File: src/rtl/instrument_packet_tx.sv
// rtl/instrument_packet_tx.sv - instrument state packer and 8N1 UART transmitter, change-driven round-robin
// Optional periodic resend of all instrument states: define INST_TX_REFRESH_EN.
module instrument_packet_tx #(
  parameter int BAUD_DIV       = 434,
  parameter int REFRESH_CYCLES = 5000000
) (
  input  logic       clk,
  input  logic       rst_n,
  input  logic [4:0] bass,
  input  logic [4:0] drum,
  input  logic [4:0] guitar,
  output logic       TxD,
  output logic       busy,
  output logic       frame_done,
  output logic [2:0] sent_id
);

  typedef enum logic [1:0] {IDLE, START, DATA, STOP} state_t;

  localparam logic [15:0] BAUD_RELOAD = 16'(BAUD_DIV - 1);

  state_t      state, state_next;
  logic [15:0] baud_cnt;
  logic        baud_done;
  logic [2:0]  bit_cnt;
  logic [7:0]  shift;

  logic [4:0]  smp_bass, smp_drum, smp_guitar;
  logic [4:0]  last_bass, last_drum, last_guitar;
  logic [2:0]  pending, pending_next, diff;
  logic [3:0]  pend4;
  logic [1:0]  rr, pick;
  logic [2:0]  cand;
  logic        load;
  logic [4:0]  load_data;
  logic [2:0]  load_id;
  logic        refresh_wrap;

`ifdef INST_TX_REFRESH_EN
  localparam int RW = (REFRESH_CYCLES > 2) ? $clog2(REFRESH_CYCLES) : 1;
  logic [RW-1:0] refresh_cnt;

  assign refresh_wrap = (refresh_cnt == RW'(REFRESH_CYCLES - 1));

  always_ff @(posedge clk) begin
    if (!rst_n || refresh_wrap) begin
      refresh_cnt <= '0;
    end else begin
      refresh_cnt <= refresh_cnt + 1'b1;
    end
  end
`else
  assign refresh_wrap = 1'b0;
`endif

  assign baud_done = (baud_cnt == 16'd0);
  assign diff      = {smp_guitar != last_guitar, smp_drum != last_drum, smp_bass != last_bass};
  assign pend4     = {1'b0, pending};

  // Round-robin pick: scan rr, rr+1, rr+2 (mod 3); the nearest pending one wins.
  always_comb begin
    pick = rr;
    cand = 3'd0;
    for (int k = 2; k >= 0; k--) begin
      cand = {1'b0, rr} + 3'(k);
      if (cand >= 3'd3) begin
        cand = cand - 3'd3;
      end
      if (pend4[cand[1:0]]) begin
        pick = cand[1:0];
      end
    end
  end

  always_comb begin
    load_data = smp_guitar;
    load_id   = 3'b100;
    case (pick)
      2'd0: begin
        load_data = smp_bass;
        load_id   = 3'b001;
      end
      2'd1: begin
        load_data = smp_drum;
        load_id   = 3'b010;
      end
      default: ;
    endcase
  end

  always_comb begin
    state_next = state;
    load       = 1'b0;
    frame_done = 1'b0;
    TxD        = 1'b1;
    busy       = 1'b1;
    case (state)
      IDLE: begin
        busy = 1'b0;
        if (|pending) begin
          load       = 1'b1;
          state_next = START;
        end
      end
      START: begin
        TxD = 1'b0;
        if (baud_done) state_next = DATA;
      end
      DATA: begin
        TxD = shift[0];
        if (baud_done && bit_cnt == 3'd7) state_next = STOP;
      end
      STOP: begin
        if (baud_done) begin
          frame_done = 1'b1;
          state_next = IDLE;
        end
      end
      default: state_next = IDLE;
    endcase
  end

  // A refresh wins over the clear of the instrument being loaded in the same cycle.
  always_comb begin
    pending_next = pending | diff;
    if (load) pending_next[pick] = 1'b0;
    if (refresh_wrap) pending_next = 3'b111;
  end

  always_ff @(posedge clk) begin
    if (!rst_n) begin
      state       <= IDLE;
      baud_cnt    <= BAUD_RELOAD;
      bit_cnt     <= 3'd0;
      shift       <= 8'd0;
      smp_bass    <= 5'd0;
      smp_drum    <= 5'd0;
      smp_guitar  <= 5'd0;
      last_bass   <= 5'd0;
      last_drum   <= 5'd0;
      last_guitar <= 5'd0;
      pending     <= 3'b111;
      rr          <= 2'd0;
      sent_id     <= 3'd0;
    end else begin
      state      <= state_next;
      smp_bass   <= bass;
      smp_drum   <= drum;
      smp_guitar <= guitar;
      pending    <= pending_next;

      if (state == IDLE || baud_done) begin
        baud_cnt <= BAUD_RELOAD;
      end else begin
        baud_cnt <= baud_cnt - 16'd1;
      end

      if (load) begin
        shift   <= {load_data, load_id};
        sent_id <= load_id;
        rr      <= (pick == 2'd2) ? 2'd0 : pick + 2'd1;
        case (pick)
          2'd0:    last_bass   <= load_data;
          2'd1:    last_drum   <= load_data;
          default: last_guitar <= load_data;
        endcase
      end else if (state == DATA && baud_done) begin
        shift <= {1'b0, shift[7:1]};
      end

      if (state == IDLE) begin
        bit_cnt <= 3'd0;
      end else if (state == DATA && baud_done) begin
        bit_cnt <= bit_cnt + 3'd1;
      end
    end
  end

endmodule

File: config.mk
export PLATFORM = sky130hd
export DESIGN_NAME = instrument_packet_tx
export DESIGN_NICKNAME = d
export VERILOG_FILES = /design/src/rtl/instrument_packet_tx.sv
export SDC_FILE = /design/constraint.sdc
export NUM_CORES = 1
export LEC_CHECK = 0
export CAP_MARGIN = 25
export CORE_MARGIN = 10
export CORE_UTILIZATION = 38
export DETAILED_ROUTE_END_ITERATION = 6
export PLACE_DENSITY = 0.53
export SKIP_CTS_REPAIR_TIMING = 1
export SLEW_MARGIN = 10
export SYNTH_ARGS = -nofsm -noshare
export SYNTH_HDL_FRONTEND = slang
export SYNTH_SLANG_ARGS = --single-unit
export TNS_END_PERCENT = 50
File: constraint.sdc
create_clock -name clk -period 3.09 [get_ports clk]
set_input_delay 0.927 -clock clk [delete_from_list [all_inputs] [get_ports clk]]
set_output_delay 0.927 -clock clk [all_outputs]
set_load 0.1 [all_outputs]
; ---- Word-level counts from Yosys, hierarchy flattened
; Cells that the tools add are included.
[word_totals]
reg_bits = 67
latchBits = 0
ramBits = 0
mem_bits_ro = 0
inputBits = 17
output_inout_bits = 6
word_cells = 94
memories = 0
[op_classes]
add_sub_neg = 8
mul = 0
div = 0
n_lt_le_gt_ge = 8
n_eq_ne = 13
n_shift = 0
mux = 31
bitwise = 5
reduce_logical = 16
[op_table]
columns = cell, n
row1 = two-way mux 2 bit, 11
row2 = logical NOT 16 bit, 1
row3 = two-way mux 8 bit, 2
row4 = subtractor 16 x 1 -> 16 bit (second input constant), 1
row5 = inequality test 5 bit, 3
row6 = < comparator 2 x 3 -> 1 bit (second input constant), 4
row7 = one-hot mux 5 bit (2 select lines), 1
row8 = two-way mux 1 bit, 9
row9 = inequality test 2 bit (second input constant), 4
row10 = one-hot mux 2 bit (4 select lines), 1
row11 = binary-select mux 1 bit (select 2 bit), 3
row12 = == test 2 bit (second input constant), 3
row13 = greater-or-equal comparator 3 x 2 -> 1 bit (second input constant), 2
row14 = one-hot mux 3 bit (2 select lines), 1
row15 = AND reduction 2 bit, 3
row16 = OR reduction 2 bit, 3
row17 = subtractor 2 bit (second input constant), 3
row18 = == test 2 x 1 -> 1 bit (second input constant), 2
row19 = logical NOT 2 bit, 2
row20 = AND reduction 4 bit, 1
row21 = adder 2 x 1 -> 3 bit (second input constant), 1
row22 = adder 2 x 2 -> 3 bit (second input constant), 1
row23 = adder 3 x 1 -> 3 bit (second input constant), 1
row24 = AND 3 bit, 1
row25 = 14 further kinds, 17

; ---- Depth between registers and ports, before layout
[logic_depth]
ltp_word = 15
depth_mapped = 9
ltp_nobuf = 8

; ---- Worst setup path after synthesis
; No wires, ideal clock.
[synth_path]
path_kind = reg2out
from = reg state[0]
to = out TxD
arrival_ns = 2.256
required_ns = 2.163
path_slack_ns = -0.093
path_stages_with_launch = 4
n_path_buf = 0
cell_sequence = dfxtp_1 inv_1 ha_1 mux2i_1
[synth_between]
elab_chain_len = 2
elab_cells_between_ends = 3
classes_between = eq/ne: 2 / mux: 1
[synth_rtl]
columns = item, line_no
row1 = start: declaration, 22  ; state_t state, state_next;
row2 = start signal: assignment, 146  ; state <= state_next;
row3 = == test 2 bit / == test 2 x 1 -> 1 bit (equally long branches), 97  ; case (state)
row4 = one-hot mux 1 bit (2 select lines) *, 97
row5 = end: declaration, 12  ; output logic TxD,
; Every way passes the cells marked *; elsewhere a longest branch is shown, timed or not.

; ---- Worst setup path in the final report
[layout_path]
from = reg baud_cnt[6]
to = out frame_done
[layout_between]
elab_chain_len = 3
[layout_rtl]
columns = item, line_no
row1 = start: declaration, 23  ; logic [15:0] baud_cnt;
row2 = start signal: assignment, 155  ; baud_cnt <= baud_cnt - 16'd1;
row3 = logical NOT 16 bit, 56  ; assign baud_done = (baud_cnt == 16'd0);
row4 = two-way mux 1 bit, 114  ; if (baud_done) begin
row5 = two-way mux 1 bit, 97
row6 = end: declaration, 14  ; output logic frame_done,
; Every way passes these cells.

==> impl_metrics.csv <==
group,metric,value,unit
layout,multi_input_area,0.00160,sq mm
place,post-place-ws,0.545,ns
yosys,synth_cell_types,50,
cts,clk_pin_slew,0.08,ns
run,cap_violations,0,
cts,tritoncts,"built",
setup_path,endpoint_kind,"output port",
timing,setup_tns,0,ns
routing,first_iter_violations,56,
yosys,syn-num-nets,360,
yosys,syn_avg_cell_area,9.11,sq um
timing,timing.final.crit_period,2.76,ns
yosys,yosysSeqAreaShare,43.2,%
yosys,synth-edff-count,0,
floorplan,dieWidth,109,microns
global_route,grt_pass1_vias,2230,
power_and_ir_drop,p_total,3500,uW
yosys,synth_area,0.00301,sq mm
setup_path,critical_path_class,"flip-flop to output port",
timing,fin_worst_skew,0.00687,ns
floorplan,start_util,39.0,%
setup_path,crit_slowest_cell,"or4_4",
routing,ant_nets,0,
timing,max_freq,363,MHz
global_route,grt_util_all_layers,11.0,%
layout,antennaDiodeCount,0,
setup_path,crit_chain,"or4_4 > nor2_1 > and3_1 > buf_12",
setup_path,crit_family,"simple AND/OR/NAND/NOR gates",
power_and_ir_drop,p_per_area,982,mW/mm^2
timing,rsz0062_at_grt,"no",
timing,hold_violations,0,
min_path,hold_path_class,"flip-flop to flip-flop",
floorplan,die_area,0.0119,sq mm
layout,utilization,46.1,%
global_route,grt_pass1_wl,10.6,mm
min_path,min_to,"baud_cnt[0]",
yosys,yosysWarnings,0,
yosys,synth_top_area_cell,"dfxtp_1",
routing,wl_per_cell,13.0,microns
layout,fin_nets,384,
min_path,hold_depth,1,
outcome,status,"finished, final reports clean",
cts,cts_max_level,3,
place,portBuffers,22,
place,gp_congestion,0.748,
min_path,min_from,"baud_cnt[0]",
setup_path,cp-start-kind,"flip-flop",
cts,clockBufferDepth,2,
layout,syn2layout_area_growth,18.1,%
timing,tightest_slew,0.921,ns
cts,clock-root-buffer,"clkbuf_8",
cts,clk_latency,0.34,ns
setup_path,reg2reg_from,"rr[0]",
global_route,antenna_found_initial,0,
yosys,synthCells,331,
routing,routed_wirelength,6.00,mm
timing,setup_viol,0,
timing,postLayoutSetupSlackWorst,0.333,ns
floorplan,core-area,0.00773,sq mm
setup_path,timing.rr.end,"last_bass[1]",
power_and_ir_drop,ir_worst_vdd,331,uV
timing,final_max_slew_viol_count,0,
floorplan,die_h,109,microns
setup_path,critical_path_required,2.16,ns
setup_path,r2r_slack,0.53,ns
power_and_ir_drop,leakage,0.00143,uW
place,hpwl,4.41,mm
floorplan,rows,32,
layout,seqCellArea,0.00130,sq mm
yosys,synth_ff_type,"dfxtp_1",
yosys,synthTopCellsByArea,"dfxtp_1 (43%), mux2i_1 (7.0%), xnor2_1 (5.5%)",
yosys,async_flop_share,0,%
routing,vias,2285,
setup_path,critical_path.max_fanout,5,
floorplan,ioPinCount,23,
routing,drc,0,
setup_path,arrival,1.83,ns
yosys,synthTopCellsByCount,"dfxtp_1 (65), nand2_1 (38), nor2_1 (28)",
routing,vias_per_cell,4.95,
layout,fillers,751,
cts,clock_sinks,65,
setup_path,slowest_delay,0.57,ns
yosys,yosysTopAreaCellShare,43.2,%
setup_path,worst-path-buf-inv,1,
global_route,grt-ovfl-total,0,
cts,cts_buffers,9,
setup_path,reg2reg_depth,9,
yosys,synth.most_common_cell,"dfxtp_1",
layout,drive_gt1_share,11.1,%
timing,period_share,89.2,%
routing,dr.pass1.iters,4,
timing,slew_headroom,38.2,%
global_route,grt_max_degree,28,
yosys,ys_ff_latch,65,
-- how the worst max path moves through the flow --
| stage | start | end | slack (ns) | depth (start not counted) |
|---|---|---|---|---|
| CTS | baud_cnt[6] | frame_done | 0.30 | 4 |
| global route | baud_cnt[6] | frame_done | 0.22 | 4 |
| finish | baud_cnt[6] | frame_done | 0.33 | 4 |
| global placement | rr[0] | pending[0] | 0.58 | 9 |
| detailed placement | rr[0] | shift[5] | 0.55 | 9 |
| floorplan | rr[0] | shift[4] | 0.09 | 9 |
-- routing by layer --
metal | vias up | share of wire [%] | wire length, microns | track usage (%)
met5 | - | 0 | 0 | 0
met4 | 0 | 1.2 | 70 | 3.58
met3 | 7 | 3.5 | 207 | 3.95
met2 | 29 | 47 | 2800 | 17.0
met1 | 1058 | 49 | 2920 | 14.1
li1 | 1191 | - | - | -
-- cell usage in the layout (no fill, tap or decap), types with 2 or more instances in the layout --
master           count
dfxtp_1             65
nand2_1             38
nor2_1              28
mux2i_1             20
xnor2_1             19
o21ai_0             18
and2_1              17
clkdlybuf4s50_1     16
inv_1               12
ha_1                12
a21oi_1             11
buf_4               10
nor3_1               9
nand4_1              9
clkbuf_8             9
nand3_1              6
xor2_1               6
or3_1                5
nand2b_1             3
or4_4                2
o22ai_1              2
o32ai_1              2
o21ai_1              2
nor4_1               2
mux2_1               2
a211oi_2             2
bufinv_16            2
clkinv_4             2
inv_6                2
-- worst reg2reg max path, delay by kind of cell (launching register included) --
family	cells	cell delay [ns]
fa+ha+maj	1	0.38
flops	1	0.44
buf+inv	3	0.47
simple gates	1	0.26
compound gates	4	0.89
-- logic make-up (layout without fill, tap and decap cells) --
logic type / count (synthesis) / count (layout) / synth area share [%]
AOI/OAI and AO/OA: 52 / 52 / 11.3
and+or+nand+nor: 126 / 126 / 21.3
buffers and inverters: 27 / 56 / 3.86
adders and majority gates: 12 / 12 / 4.98
DFF: 65 / 65 / 43.2
xor gates and xnor gates: 25 / 25 / 7.26
muxes: 24 / 24 / 8.09
-- cell type report --
cell class / count / share of cell area (%)
clock buffer: 9 / 3.48
sequential: 65 / 36.6
clock inverter: 7 / 2.88
multi-input combinational: 239 / 45.0
inverter: 13 / 1.37
timing repair buffer: 27 / 7.17
tap: 102 / 3.59
-- where the power goes --
part / total, uW / switching (uW) / internal [uW] / leakage, uW
registers: 1130 / 133 / 997 / 0.000532
clock network: 813 / 351 / 462 / 0.000110
logic: 1550 / 985 / 568 / 0.000783
-- flip-flops by register name (all words and copies together) (netlist names) --
name and flops:
state 2, last_guitar 5, bit_cnt 3, last_bass 5
shift 8, pending 3, sent_id 1, rr 2
smp_bass 5, smp_guitar 5, smp_drum 5, last_drum 5
baud_cnt 16
-- per-stage QoR --
| step | hold WS (ns) | instances | area [sq um] |
|---|---|---|---|
| 6_report | 0.431 | 462 | 3560 |
| 5_1_grt | 0.443 | 462 | 3560 |
| 4_1_cts | 0.431 | 462 | 3560 |
| 3_5_place_dp | 0.412 | 446 | 3330 |
| 3_3_place_gp | 0.416 | 446 | 3330 |
| 2_1_floorplan | 0.384 | 331 | 3020 |
(Power assumes the default switching activity.)
